[src/rtl/hub75_bram_scan.sv]
// HUB75 scan engine: streams frame BRAM words row-pair by row-pair into the panel,
// latches each row and lights it for ON_CYCLES. Define HUB75_BANK_EN for the bank_sel frame-bank input.
module hub75_bram_scan #(
    parameter int          COLS      = 64,
    parameter int          ROWS      = 16,
    parameter int          ROW_BITS  = 4,
    parameter logic [15:0] ON_CYCLES = 16'd256
) (
    input  logic                HUB_clk,
    input  logic                HUB_rst,
    output logic [7:0]          BRAM_addr,
    output logic                BRAM_en,
    input  logic [63:0]         BRAM_data,
    output logic                PNL_r1,
    output logic                PNL_g1,
    output logic                PNL_b1,
    output logic                PNL_r2,
    output logic                PNL_g2,
    output logic                PNL_b2,
    output logic                PNL_sclk,
    output logic                PNL_lat,
    output logic                PNL_oe_n,
    output logic [ROW_BITS-1:0] PNL_addr,
    output logic                FRM_done
`ifdef HUB75_BANK_EN
    ,
    input  logic                bank_sel
`endif
);

    localparam int WPR       = COLS / 8;
    localparam int WORD_BITS = (WPR > 1) ? $clog2(WPR) : 1;
    localparam logic [WORD_BITS-1:0] LAST_WORD = WORD_BITS'(WPR - 1);
    localparam logic [ROW_BITS-1:0]  LAST_ROW  = ROW_BITS'(ROWS - 1);
    localparam logic [7:0]           WPR_8     = 8'(WPR);

    typedef enum logic [2:0] {
        ST_FETCH    = 3'd0,
        ST_LOAD     = 3'd1,
        ST_SHIFT_LO = 3'd2,
        ST_SHIFT_HI = 3'd3,
        ST_LATCH    = 3'd4,
        ST_DISPLAY  = 3'd5
    } state_t;

    state_t               state_r;
    logic [ROW_BITS-1:0]  row_r;
    logic [WORD_BITS-1:0] word_r;
    logic [2:0]           col_r;
    logic [47:0]          shift_r;
    logic [15:0]          on_cnt_r;
    logic [7:0]           lin_addr_s;
    logic [7:0]           fetch_addr_s;
    logic [47:0]          shift_src_s;
    logic                 unused_data_s;
`ifdef HUB75_BANK_EN
    logic                 bank_r;
    logic                 bank_next_s;
`endif

    // Word address and the BRAM address presented on FETCH
    always_comb begin
        lin_addr_s = 8'(row_r) * WPR_8 + 8'(word_r);
`ifdef HUB75_BANK_EN
        if ((row_r == {ROW_BITS{1'b0}}) && (word_r == {WORD_BITS{1'b0}})) begin
            bank_next_s = bank_sel;
        end else begin
            bank_next_s = bank_r;
        end
        fetch_addr_s  = {bank_next_s, lin_addr_s[6:0]};
        unused_data_s = ^{BRAM_data[63:48], lin_addr_s[7]};
`else
        fetch_addr_s  = lin_addr_s;
        unused_data_s = ^BRAM_data[63:48];
`endif
    end

    // Column 0 comes straight from the BRAM output, which is valid only in that cycle
    always_comb begin
        if (col_r == 3'd0) begin
            shift_src_s = BRAM_data[47:0];
        end else begin
            shift_src_s = shift_r;
        end
    end

    // Scan FSM; outputs are registered and describe the cycle after each state's edge
    always_ff @(posedge HUB_clk) begin
        if (HUB_rst) begin
            state_r   <= ST_FETCH;
            row_r     <= {ROW_BITS{1'b0}};
            word_r    <= {WORD_BITS{1'b0}};
            col_r     <= 3'd0;
            shift_r   <= 48'd0;
            on_cnt_r  <= 16'd0;
            BRAM_en   <= 1'b0;
            BRAM_addr <= 8'd0;
            PNL_r1    <= 1'b0;
            PNL_g1    <= 1'b0;
            PNL_b1    <= 1'b0;
            PNL_r2    <= 1'b0;
            PNL_g2    <= 1'b0;
            PNL_b2    <= 1'b0;
            PNL_sclk  <= 1'b0;
            PNL_lat   <= 1'b0;
            PNL_oe_n  <= 1'b1;
            PNL_addr  <= {ROW_BITS{1'b0}};
            FRM_done  <= 1'b0;
`ifdef HUB75_BANK_EN
            bank_r    <= 1'b0;
`endif
        end else begin
            case (state_r)
                ST_FETCH: begin
                    BRAM_en   <= 1'b1;
                    BRAM_addr <= fetch_addr_s;
                    PNL_oe_n  <= 1'b1;
                    PNL_lat   <= 1'b0;
                    PNL_sclk  <= 1'b0;
                    FRM_done  <= 1'b0;
                    col_r     <= 3'd0;
`ifdef HUB75_BANK_EN
                    bank_r    <= bank_next_s;
`endif
                    state_r   <= ST_LOAD;
                end
                ST_LOAD: begin
                    BRAM_en <= 1'b0;
                    state_r <= ST_SHIFT_LO;
                end
                ST_SHIFT_LO: begin
                    PNL_r1   <= shift_src_s[0];
                    PNL_g1   <= shift_src_s[1];
                    PNL_b1   <= shift_src_s[2];
                    PNL_r2   <= shift_src_s[3];
                    PNL_g2   <= shift_src_s[4];
                    PNL_b2   <= shift_src_s[5];
                    shift_r  <= {6'd0, shift_src_s[47:6]};
                    PNL_sclk <= 1'b0;
                    state_r  <= ST_SHIFT_HI;
                end
                ST_SHIFT_HI: begin
                    PNL_sclk <= 1'b1;
                    col_r    <= col_r + 3'd1;
                    if (col_r == 3'd7) begin
                        if (word_r == LAST_WORD) begin
                            word_r  <= {WORD_BITS{1'b0}};
                            state_r <= ST_LATCH;
                        end else begin
                            word_r  <= word_r + {{(WORD_BITS-1){1'b0}}, 1'b1};
                            state_r <= ST_FETCH;
                        end
                    end else begin
                        state_r <= ST_SHIFT_LO;
                    end
                end
                ST_LATCH: begin
                    PNL_sclk <= 1'b0;
                    PNL_lat  <= 1'b1;
                    PNL_addr <= row_r;
                    on_cnt_r <= 16'd0;
                    state_r  <= ST_DISPLAY;
                end
                ST_DISPLAY: begin
                    PNL_lat  <= 1'b0;
                    PNL_oe_n <= 1'b0;
                    if (on_cnt_r == (ON_CYCLES - 16'd1)) begin
                        on_cnt_r <= 16'd0;
                        FRM_done <= (row_r == LAST_ROW);
                        if (row_r == LAST_ROW) begin
                            row_r <= {ROW_BITS{1'b0}};
                        end else begin
                            row_r <= row_r + {{(ROW_BITS-1){1'b0}}, 1'b1};
                        end
                        state_r <= ST_FETCH;
                    end else begin
                        on_cnt_r <= on_cnt_r + 16'd1;
                        FRM_done <= 1'b0;
                    end
                end
                default: begin
                    state_r <= ST_FETCH;
                end
            endcase
        end
    end

endmodule

[config.mk]
export PLATFORM = sky130hd
export DESIGN_NAME = hub75_bram_scan
export DESIGN_NICKNAME = d
export VERILOG_FILES = /design/src/rtl/hub75_bram_scan.sv
export SDC_FILE = /design/constraint.sdc
export NUM_CORES = 1
export LEC_CHECK = 0
export BUFFER_PORTS_ARGS = -buffer_cell sky130_fd_sc_hd__buf_2
export CORE_UTILIZATION = 35
export CTS_CLUSTER_DIAMETER = 80
export DETAILED_ROUTE_END_ITERATION = 6
export GPL_TIMING_DRIVEN = 0
export SYNTH_ARGS = -nofsm -noshare
export SYNTH_HDL_FRONTEND = slang
export SYNTH_SLANG_ARGS = --single-unit
[constraint.sdc]
create_clock -name HUB_clk -period 1.65 [get_ports HUB_clk]
set_input_delay 0.0825 -clock HUB_clk [delete_from_list [all_inputs] [get_ports HUB_clk]]
set_output_delay 0.0825 -clock HUB_clk [all_outputs]
set_load 0.05 [all_outputs]
==> results of run 1 <==
## where the power goes
group          switching, mW  internal (mW)
combinational          0.353          0.237
clock                  0.902           1.34
sequential            0.0472           2.34
total                   1.30           3.91
## worst min-delay path by stage
stage / from / to / cells after the start
6_report: BRAM_data[46] / shift_r[40] / 3
3_5_place_dp: BRAM_data[43] / shift_r[37] / 3
2_1_floorplan: BRAM_data[42] / shift_r[36] / 2
5_1_grt: BRAM_data[47] / shift_r[41] / 3
4_1_cts: BRAM_data[46] / shift_r[40] / 3
3_3_place_gp: BRAM_data[42] / shift_r[36] / 3
## sequential cells by signal, summed over array words and instances (netlist names), 3 cells and up
signal and cells:
shift_r 42, BRAM_addr 7, state_r 3, row_r 4, col_r 3, PNL_addr 4
on_cnt_r 16, word_r 3
## routing by layer
metal  routed length, um  track usage [%]  share of wire (%)
met2                5399            30.25                 48
met1                5189            23.55                 46
met3                 496            3.589                4.4
met5                   0                0                  0
met4                 137            5.789                1.2
## cell families (layout without fill, tap and decap cells)
kind of cell / after synthesis / in the layout
other: 1 / 1
AND/OR/NAND/NOR: 159 / 159
XOR/XNOR: 2 / 2
multiplexers: 53 / 53
flip-flops: 93 / 93
buffers and inverters: 50 / 159
adder cells (fa/ha/maj): 7 / 7
AO/OA/AOI/OAI: 112 / 112
## layout make-up
class / count / area share [%]
timing repair buffer: 95 / 9.996
sequential: 93 / 33.90
inverter: 11 / 0.7429
clock buffer: 9 / 4.052
buffer: 37 / 4.412
multi-input combinational: 334 / 41.81
clock inverter: 7 / 1.778
tap: 147 / 3.309
## metrics by stage
step                setup WS [ps]  TNS [ps]
floorplan                   36.67         0
global placement           -190.4     -4288
detailed placement         -223.4     -7148
CTS                        -125.8    -125.8
global route               -18.01    -43.31
finish                      40.88         0
## cells in the final DEF (no fill, tap or decap), types with 3 or more instances in the layout
| cell | instances |
|---|---|
| a211oi_1 | 39 |
| a211oi_2 | 3 |
| a21oi_1 | 24 |
| a22oi_1 | 5 |
| a31oi_1 | 11 |
| and3_1 | 3 |
| buf_1 | 4 |
| buf_2 | 76 |
| buf_4 | 21 |
| buf_6 | 7 |
| clkbuf_1 | 9 |
| clkbuf_16 | 10 |
| clkbuf_2 | 5 |
| clkbuf_4 | 4 |
| dfxtp_1 | 81 |
| dfxtp_2 | 9 |
| dfxtp_4 | 3 |
| dlygate4sd3_1 | 4 |
| ha_1 | 6 |
| inv_1 | 11 |
| mux2i_1 | 50 |
| nand2_1 | 26 |
| nand2b_1 | 3 |
| nand3_1 | 18 |
| nand4_1 | 8 |
| nand4b_1 | 3 |
| nor2_1 | 64 |
| o21ai_0 | 12 |
| o22ai_1 | 3 |
## critical path, delay by kind of cell, from the launching register on
kind / cells / cell delay (ps)
and+or+nand+nor: 3 / 510
DFF: 1 / 290
buffers and inverters: 2 / 340
muxes: 1 / 330
## what timing repair did
action,CTS,global route
pin swaps,5,12
hold endpoints to repair,4,0
setup endpoints to repair,61,72
setup buffers,6,15
gates resized for setup,25,46
hold buffers,4,0
==> impl_metrics.csv, run 1 <==
group,metric,value,unit
setup_path,rr_endpoint,"row_r[2]",
setup_path,arrival,1830,ps
logic_synthesis,synthXorXnorAreaFrac,0.4069,%
global_route,antenna_violations_before_repair,0,
logic_synthesis,adder_and_majority_cell_fraction_of_the_synthesized_area,2.034,%
sta,final_hold_viol_count,0,
clock_network,clk_latency,340,ps
final_layout,post-route-cell-area,5558,sq um
clock_network,clock-root-buffer,"clkbuf_16",
final_layout,sequential_cell_area,1884,sq um
global_route,grt_pass1_wl,18490,um
clock_network,clkTransAtPathRegs,70,ps
setup_path,crit_start,"state_r[1]",
final_layout,fill_count,1157,
logic_synthesis,synthFlopType,"dfxtp_1",
die,die_w,112.9,um
sta,worst_slew_margin_rel,53.46,%
logic_synthesis,ys_ff_latch,93,
sta,unrepaired_setup_endpoints_after_global_routing,"yes",
setup_path,crit_slowest_cell,"mux2_1",
logic_synthesis,synthTopCellsByArea,"dfxtp_1 (43%), mux2i_1 (12%), a211oi_1 (7.3%)",
logic_synthesis,synth_top_family_by_area,"simple AND/OR/NAND/NOR gates",
logic_synthesis,netlist.top_cell.by_area,"dfxtp_1",
clock_network,tritoncts_num_sinks,93,
setup_path,cp-start-kind,"flip-flop",
job,max-cap-violations,0,
global_route,grt_usage,18.11,%
final_layout,finish.cell_count_without_fillers,733,
pwr,finalPower,5.212,mW
drt,detailedRoute.firstPassIterationCount,5,
sta,post-route-min-period,1609,ps
placed_design,place.detailed.hpwl,7697,um
logic_synthesis,synthSimpleGateAreaFrac,19.27,%
drt,routed_wirelength,11220,um
setup_path,setup.worst_path.end,"row_r[2]",
die,fp.coreArea,12010,sq um
setup_path,cp-end-kind,"flip-flop",
setup_path,ff2ff_setup_slack,40,ps
die,fp.dieArea,12750,sq um
clock_network,htreeDepth,3,
clock_network,cts-root-to-sink-buffers,2,
pwr,static_leakage,2.461,nW
drt,detailedRoute.firstIterationViolations,236,
logic_synthesis,synth_area_per_cell,9.026,sq um
logic_synthesis,synth_top_cells_by_count,"dfxtp_1 (93), nor2_1 (64), mux2i_1 (52)",
global_route,grt_max_degree,17,
logic_synthesis,synthesis.nets,550,
logic_synthesis,synth_cell_types,53,
setup_path,required_time_worst_endpoint,1870,ps
final_layout,nets,654,
sta,finalSetupViolCount,0,
setup_path,critical_path_class,"reg2reg",
logic_synthesis,post_synth_instance_area,4305,sq um
logic_synthesis,area_share_of_the_largest_cell_type_after_synthesis,43.24,%
die,starting_density_of_the_core,35.84,%
placed_design,placedInstanceArea,4840,sq um
drt,vias,3864,
drt,antenna_violating_nets_post_route,0,
placed_design,placed_cells,694,
sta,share_of_the_cycle_needed_by_the_critical_path_after_routing,97.52,%
sta,achievable-frequency,621.5,MHz
clock_network,cts_inserted_buffers,9,
placed_design,port-buffer-count,70,
final_layout,multiInputGateArea,2323,sq um
clock_network,cts_tree,"built",
setup_path,crit_path_cell_trace,"buf_2 > nand3b_1 > buf_4 > nor3_4 > nand3_1 > mux2_1",
logic_synthesis,synth_area_in_compound_gates,17.00,%
setup_path,worst-r2r-cell-count,6,
setup_path,beginning_of_the_worst_register_to_register_path,"state_r[1]",
drt,avgRoutedWirePerCell,15.31,um
final_layout,insertedDiodeCount,0,
die,ioPinCount,89,
pwr,ir_drop,777.0,uV
logic_synthesis,synthArstFlopShare,0,%
logic_synthesis,synthMuxAreaShare,12.35,%
logic_synthesis,seq_total_area_yosys,43.24,%
final_layout,final_layout_size_suffix_gt1_share,29.01,%
worst_hold_path,hold_path.class,"in2reg",
sta,worst_slew_pin_slew,698.1,ps
logic_synthesis,number_of_enable_type_register_cells_in_the_synthesized_netlist,0,
drt,post-route-drc-count,0,
final_layout,area_growth,29.09,%
sta,whs,7.393,ps
sta,finalClockSkew,5.638,ps
pwr,power_per_cell_area,937.7,nW/um^2
setup_path,worstPathMaxFanout,9,
global_route,grt_overflow_total,0,
logic_synthesis,ys.warnings.count,0,
logic_synthesis,most_frequent_cell_after_synthesis,"dfxtp_1",
drt,post_drt_via_cell_ratio,5.271,
sta,final-max-slew-violation-count,0,
setup_path,max_stage_delay,330,ps
logic_synthesis,syn_inst,477,
global_route,grt_pass1_vias,3783,
outcome,run_status,"completed",
placed_design,gp_congestion,0.7853,
die,placement_rows,40,
final_layout,layout.core_utilization,46.27,%
die,die_height,112.9,um
Note: power is estimated with default switching activity, not from simulation.
==> run 2, diff against run 1 <==
--- a/config.mk
+++ b/config.mk
@@ -6,7 +6,7 @@
 export NUM_CORES = 1
 export LEC_CHECK = 0
 export BUFFER_PORTS_ARGS = -buffer_cell sky130_fd_sc_hd__buf_2
-export CORE_UTILIZATION = 35
+export CORE_UTILIZATION = 37
 export CTS_CLUSTER_DIAMETER = 80
 export DETAILED_ROUTE_END_ITERATION = 6
 export GPL_TIMING_DRIVEN = 0
==> run 2 against run 1 <==
  * The run now ends with DRC left
  * Cell count decreased by 0.14%
  * Fmax decreased by 0.77%
  * Clock skew increased by 1.3 ps
  * Global-route usage increased by 1.4 points
  * Register-to-register slack about the same
  * Non-clock buffer count increased by 1
  * Sequential power about the same
  * Hold slack improved by 68 ps
  * Critical path depth unchanged
  * Largest power group unchanged
==> impl_metrics.csv, run 2 (synthesis results as in run 1) <==
group,metric,value,unit
outcome,run_status,"finished, violations left",
outcome,failed_checks,"DRC",
clock_network,clk_latency,350,ps
placed_design,gp_congestion,0.7985,
sta,post-route-min-period,1622,ps
final_layout,finish.cell_count_without_fillers,732,
pwr,clock_power_share,43.0,%
sta,finalSetupViolCount,0,
clock_network,htreeDepth,3,
worst_hold_path,hold_path.class,"in2reg",
die,die_height,109.9,um
global_route,grt_max_degree,17,
clock_network,cts-root-to-sink-buffers,2,
drt,detailedRoute.firstIterationViolations,321,
die,placement_rows,39,
sta,final.setup.tns,0,ps
final_layout,layout_common_cells,"dfxtp_1 (83), buf_2 (76), nor2_1 (64)",
setup_path,arrival,1860,ps
setup_path,cp-start-kind,"flip-flop",
setup_path,ff2ff_setup_slack,30,ps
setup_path,required_time_worst_endpoint,1890,ps
setup_path,crit_start,"on_cnt_r[4]",
pwr,sw_frac_of_total,25.27,%
global_route,grt_overflow_total,0,
sta,final_hold_viol_count,0,
sta,share_of_the_cycle_needed_by_the_critical_path_after_routing,98.28,%
die,ioPinCount,89,
drt,detailedRoute.firstPassIterationCount,6,
setup_path,critical_path_class,"reg2reg",
die,die_w,109.9,um
clock_network,cts_inserted_buffers,9,
final_layout,post-route-cell-area,5585,sq um
drt,antenna_violating_nets_post_route,0,
setup_path,cp-end-kind,"flip-flop",
final_layout,most_common_cell_after_layout_fill_and_taps_aside,"dfxtp_1",
final_layout,largest_register_ff_count,42,
pwr,seq_power_share,45.5,%
global_route,grt_pass1_wl,17940,um
sta,final-max-slew-violation-count,0,
clock_network,tritoncts_num_sinks,93,
drt,post-route-drc-count,2,
placed_design,place.detailed.hpwl,7846,um
global_route,grt_usage,19.48,%
pwr,ir_drop,690.3,uV
final_layout,nets,656,
setup_path,rr_endpoint,"row_r[2]",
sta,worst_slew_margin_rel,56.94,%
sta,worst_slew_pin_slew,645.9,ps
job,max-cap-violations,0,
die,fp.dieArea,12070,sq um
clock_network,clock-root-buffer,"clkbuf_16",
pwr,power.share.combinational,11.5,%
final_layout,top_register,"shift_r",
placed_design,port-buffer-count,70,
pwr,finalPower,5.251,mW
placed_design,placed_cells,690,
die,fp.coreArea,11370,sq um
pwr,total_switching_power,1.327,mW
clock_network,clkTransAtPathRegs,70,ps
final_layout,final_layout_size_suffix_gt1_share,28.23,%
worst_hold_path,hold_path_depth,3,
pwr,static_leakage,2.486,nW
global_route,antenna_violations_before_repair,1,
sta,achievable-frequency,616.6,MHz
drt,post_drt_via_cell_ratio,5.310,
final_layout,area_growth,29.73,%
setup_path,worst-r2r-cell-count,6,
die,starting_density_of_the_core,37.87,%
drt,routed_wirelength,11360,um
setup_path,worstPathMaxFanout,8,
placed_design,placedInstanceArea,4835,sq um
clock_network,cts_tree,"built",
global_route,grt_pass1_vias,3677,
sta,finalClockSkew,6.900,ps
worst_hold_path,timing.hold.worst.start,"BRAM_data[1]",
final_layout,layout.core_utilization,49.13,%
drt,avgRoutedWirePerCell,15.52,um
pwr,power_per_cell_area,940.1,nW/um^2
final_layout,largestRegisters,"shift_r: 42 flops, on_cnt_r: 16 flops, BRAM_addr: 7 flops",
pwr,internal-power,3.924,mW
drt,vias,3887,
sta,unrepaired_setup_endpoints_after_global_routing,"yes",
setup_path,beginning_of_the_worst_register_to_register_path,"on_cnt_r[4]",
worst_hold_path,hold_path_end,"PNL_g1",
[run 2: stage by stage]
stage | hold WS, ps | setup WS (ps)
floorplan | 234.4 | 36.67
global placement | 348.9 | -292.2
detailed placement | 357.3 | -278.7
CTS | 70.22 | 7.414
global route | 73.95 | -32.39
finish | 75.57 | 28.33
[run 2: worst max path at each step]
stage | endpoint | slack [ps] | cells past startpoint
final | row_r[2] | 30 | 6
after global routing | row_r[3] | -30 | 7
after detailed placement | shift_r[33] | -280 | 8
after CTS | on_cnt_r[13] | 7 | 4
after floorplan | on_cnt_r[14] | 40 | 6
after global placement | shift_r[33] | -290 | 8
[run 2: worst max-delay path, stage by stage, from the launching register on]
cell and delay (ps):
dfxtp_2 320, buf_6 110, nand4_1 210, buf_4 220, nor3_4 230, nand3_2 100
mux2_4 310
[run 2: area by class of cell]
| cell class | count | area [sq um] |
|---|---|---|
| Clock inverter | 7 | 98.84 |
| Tap cell | 143 | 178.9 |
| Inverter | 11 | 41.29 |
| Antenna cell | 1 | 2.502 |
| Buffer | 37 | 255.2 |
| Sequential cell | 93 | 1879 |
| Fill cell | 1088 | 5784 |
| Clock buffer | 9 | 225.2 |
| Multi-Input combinational cell | 335 | 2330 |
| Timing Repair Buffer | 96 | 574.3 |
[run 2: what timing repair did]
action,in CTS,in global routing
pin swaps,3,12
endpoints found under the setup margin,57,41
gates resized for setup,32,33
hold buffers,6,0
setup buffers,9,10
gates cloned,1,1
hold endpoints to repair,6,0
[run 2: metal layers]
layer / wire length, um / global-route usage, % / share of wire [%]
met1: 5047 / 23.23 / 44
met2: 5526 / 33.57 / 49
met3: 603 / 5.335 / 5.3
met4: 180 / 6.476 / 1.6
met5: 0 / 0 / 0
[run 2: power groups by stage]
stage	logic (mW)	registers, mW	clock network [mW]
2_1_floorplan	0.332	2.48	0
5_1_grt	0.667	2.40	2.40
6_report	0.605	2.39	2.26
4_1_cts	0.593	2.39	2.30
3_3_place_gp	0.538	2.44	0
3_5_place_dp	0.548	2.44	0
==> run 3, diff against run 2 <==
--- a/config.mk
+++ b/config.mk
@@ -10,6 +10,8 @@
 export CTS_CLUSTER_DIAMETER = 80
 export DETAILED_ROUTE_END_ITERATION = 6
 export GPL_TIMING_DRIVEN = 0
+export PLACE_DENSITY = 0.63
+export SKIP_CTS_REPAIR_TIMING = 1
 export SYNTH_ARGS = -nofsm -noshare
 export SYNTH_HDL_FRONTEND = slang
 export SYNTH_SLANG_ARGS = --single-unit
==> run 3 against run 2 <==
  * The run ends with hold timing left
  * Clock-buffer cell count up 2
  * Hold slack worse by 76 ps
  * Utilization up 0.96 points
  * Clock power about the same
  * Design area up 1.9%
  * Clock skew up 2.2 ps
  * Routed wire length up 0.83%
  * Highest routed layer unchanged
==> impl_metrics.csv, run 3 (synthesis results as in run 1) <==
group,metric,value,unit
pwr,finalPower,5.308,mW
drt,post-route-drc-count,0,
sta,worst_slew_margin_rel,56.49,%
sta,finalClockSkew,9.099,ps
placed_design,placed_cells,690,
setup_path,crit_start,"on_cnt_r[4]",
worst_hold_path,hold_path_depth,3,
clock_network,cts_inserted_buffers,9,
clock_network,clock-root-buffer,"clkbuf_16",
sta,final.setup.tns,0,ps
final_layout,sequential_cell_area,1883,sq um
outcome,run_status,"finished, violations left",
die,fp.dieArea,12070,sq um
worst_hold_path,timing.hold.worst.start,"BRAM_data[46]",
final_layout,layout.core_utilization,50.08,%
setup_path,cp-end-kind,"flip-flop",
setup_path,required_time_worst_endpoint,1930,ps
die,die_height,109.9,um
setup_path,beginning_of_the_worst_register_to_register_path,"on_cnt_r[4]",
sta,worst_slew_pin_slew,652.7,ps
drt,vias,3878,
final_layout,fill_count,1084,
worst_hold_path,hold_path.class,"in2reg",
setup_path,arrival,1930,ps
global_route,grt_max_degree,16,
clock_network,clk_latency,350,ps
drt,detailedRoute.firstPassIterationCount,4,
sta,achievable-frequency,606.9,MHz
final_layout,top_register,"shift_r",
drt,detailedRoute.firstIterationViolations,228,
global_route,antenna_violations_before_repair,0,
clock_network,cts-root-to-sink-buffers,2,
clock_network,tritoncts_num_sinks,93,
clock_network,clkTransAtPathRegs,70,ps
sta,share_of_the_cycle_needed_by_the_critical_path_after_routing,99.86,%
die,placement_rows,39,
sta,finalSetupViolCount,0,
final_layout,multiInputGateArea,2351,sq um
clock_network,cts_tree,"built",
die,die_w,109.9,um
drt,post_drt_via_cell_ratio,5.312,
die,fp.coreArea,11370,sq um
job,max-cap-violations,0,
global_route,grt_usage,18.34,%
setup_path,worstPathMaxFanout,6,
placed_design,place.detailed.hpwl,7809,um
setup_path,worst-r2r-cell-count,5,
global_route,grt_pass1_wl,16950,um
sta,final_hold_viol_count,1,
die,starting_density_of_the_core,37.87,%
placed_design,port-buffer-count,70,
outcome,failed_checks,"hold timing",
placed_design,gp_congestion,0.8262,
final_layout,insertedDiodeCount,0,
sta,final-max-slew-violation-count,0,
drt,antenna_violating_nets_post_route,0,
final_layout,nets,655,
clock_network,htreeDepth,3,
die,ioPinCount,89,
final_layout,final_layout_size_suffix_gt1_share,29.98,%
drt,routed_wirelength,11450,um
final_layout,largest_register_ff_count,42,
final_layout,most_common_cell_after_layout_fill_and_taps_aside,"dfxtp_1",
worst_hold_path,hold_path_end,"shift_r[40]",
final_layout,layout_common_cells,"dfxtp_1 (82), buf_2 (70), nor2_1 (64)",
setup_path,cp-start-kind,"flip-flop",
global_route,grt_overflow_total,0,
sta,unrepaired_setup_endpoints_after_global_routing,"yes",
setup_path,rr_endpoint,"on_cnt_r[13]",
drt,avgRoutedWirePerCell,15.69,um
setup_path,ff2ff_setup_slack,2,ps
global_route,grt_pass1_vias,3536,
sta,post-route-min-period,1648,ps
pwr,static_leakage,2.494,nW
pwr,power_per_cell_area,932.1,nW/um^2
final_layout,finish.cell_count_without_fillers,730,
pwr,ir_drop,745.6,uV
final_layout,largestRegisters,"shift_r: 42 flops, on_cnt_r: 16 flops, BRAM_addr: 7 flops",
sta,whs,-0.6606,ps
final_layout,area_growth,32.26,%
setup_path,critical_path_class,"reg2reg",
-- run 3: cell count changes in the layout (fill, tap and decap cells not counted), sizes merged --
cell,delta
inv,-1
buf,+3
diode,-1
clkbuf,+4
clkinv,-1
dlygate4sd3,-6
-- run 3: worst max-delay path by stage --
stage | endpoint | slack, ps | depth (start not counted)
2_1_floorplan | on_cnt_r[14] | 40 | 6
5_1_grt | on_cnt_r[13] | -110 | 5
6_report | on_cnt_r[13] | 2 | 5
4_1_cts | shift_r[32] | -280 | 8
3_3_place_gp | shift_r[32] | -270 | 8
3_5_place_dp | shift_r[32] | -270 | 8
-- run 3: stage by stage --
step | setup slack [ps] | cell area, sq um | hold slack, ps
3_5_place_dp | -268.3 | 4835 | 360.5
3_3_place_gp | -265.3 | 4835 | 350.2
2_1_floorplan | 36.67 | 4305 | 234.4
6_report | 2.309 | 5694 | -0.6606
5_1_grt | -114.8 | 5694 | 9.699
4_1_cts | -283.2 | 5170 | -3.714
-- run 3: per-layer routing --
layer	part of all wire, %	routed length [um]	up-vias	global-route usage (%)
li1	-	-	1941	-
met1	45	5190	1832	22.52
met2	49	5581	90	31.25
met3	4.6	523	15	4.327
met4	1.4	158	0	6.286
met5	0	0	-	0
-- run 3: critical path: stages (launching register included) --
cell      delay, ps
dfxtp_2         320
buf_6           100
nand4_1         260
or4_4           640
nand4b_1        180
o21ai_1          70
-- run 3: cell type report --
cell class	count	share of cell area (%)
Buffer	37	4.790
Clock buffer	11	4.439
Clock inverter	5	1.450
Inverter	11	0.7251
Multi-Input combinational cell	335	41.29
Sequential cell	93	33.07
Tap cell	143	3.142
Timing Repair Buffer	95	11.10
-- run 3: where the power goes --
group          switching, mW  leakage [nW]  internal [mW]
logic                  0.359          1.56          0.261
clock network          0.878         0.166           1.41
registers             0.0577         0.763           2.34
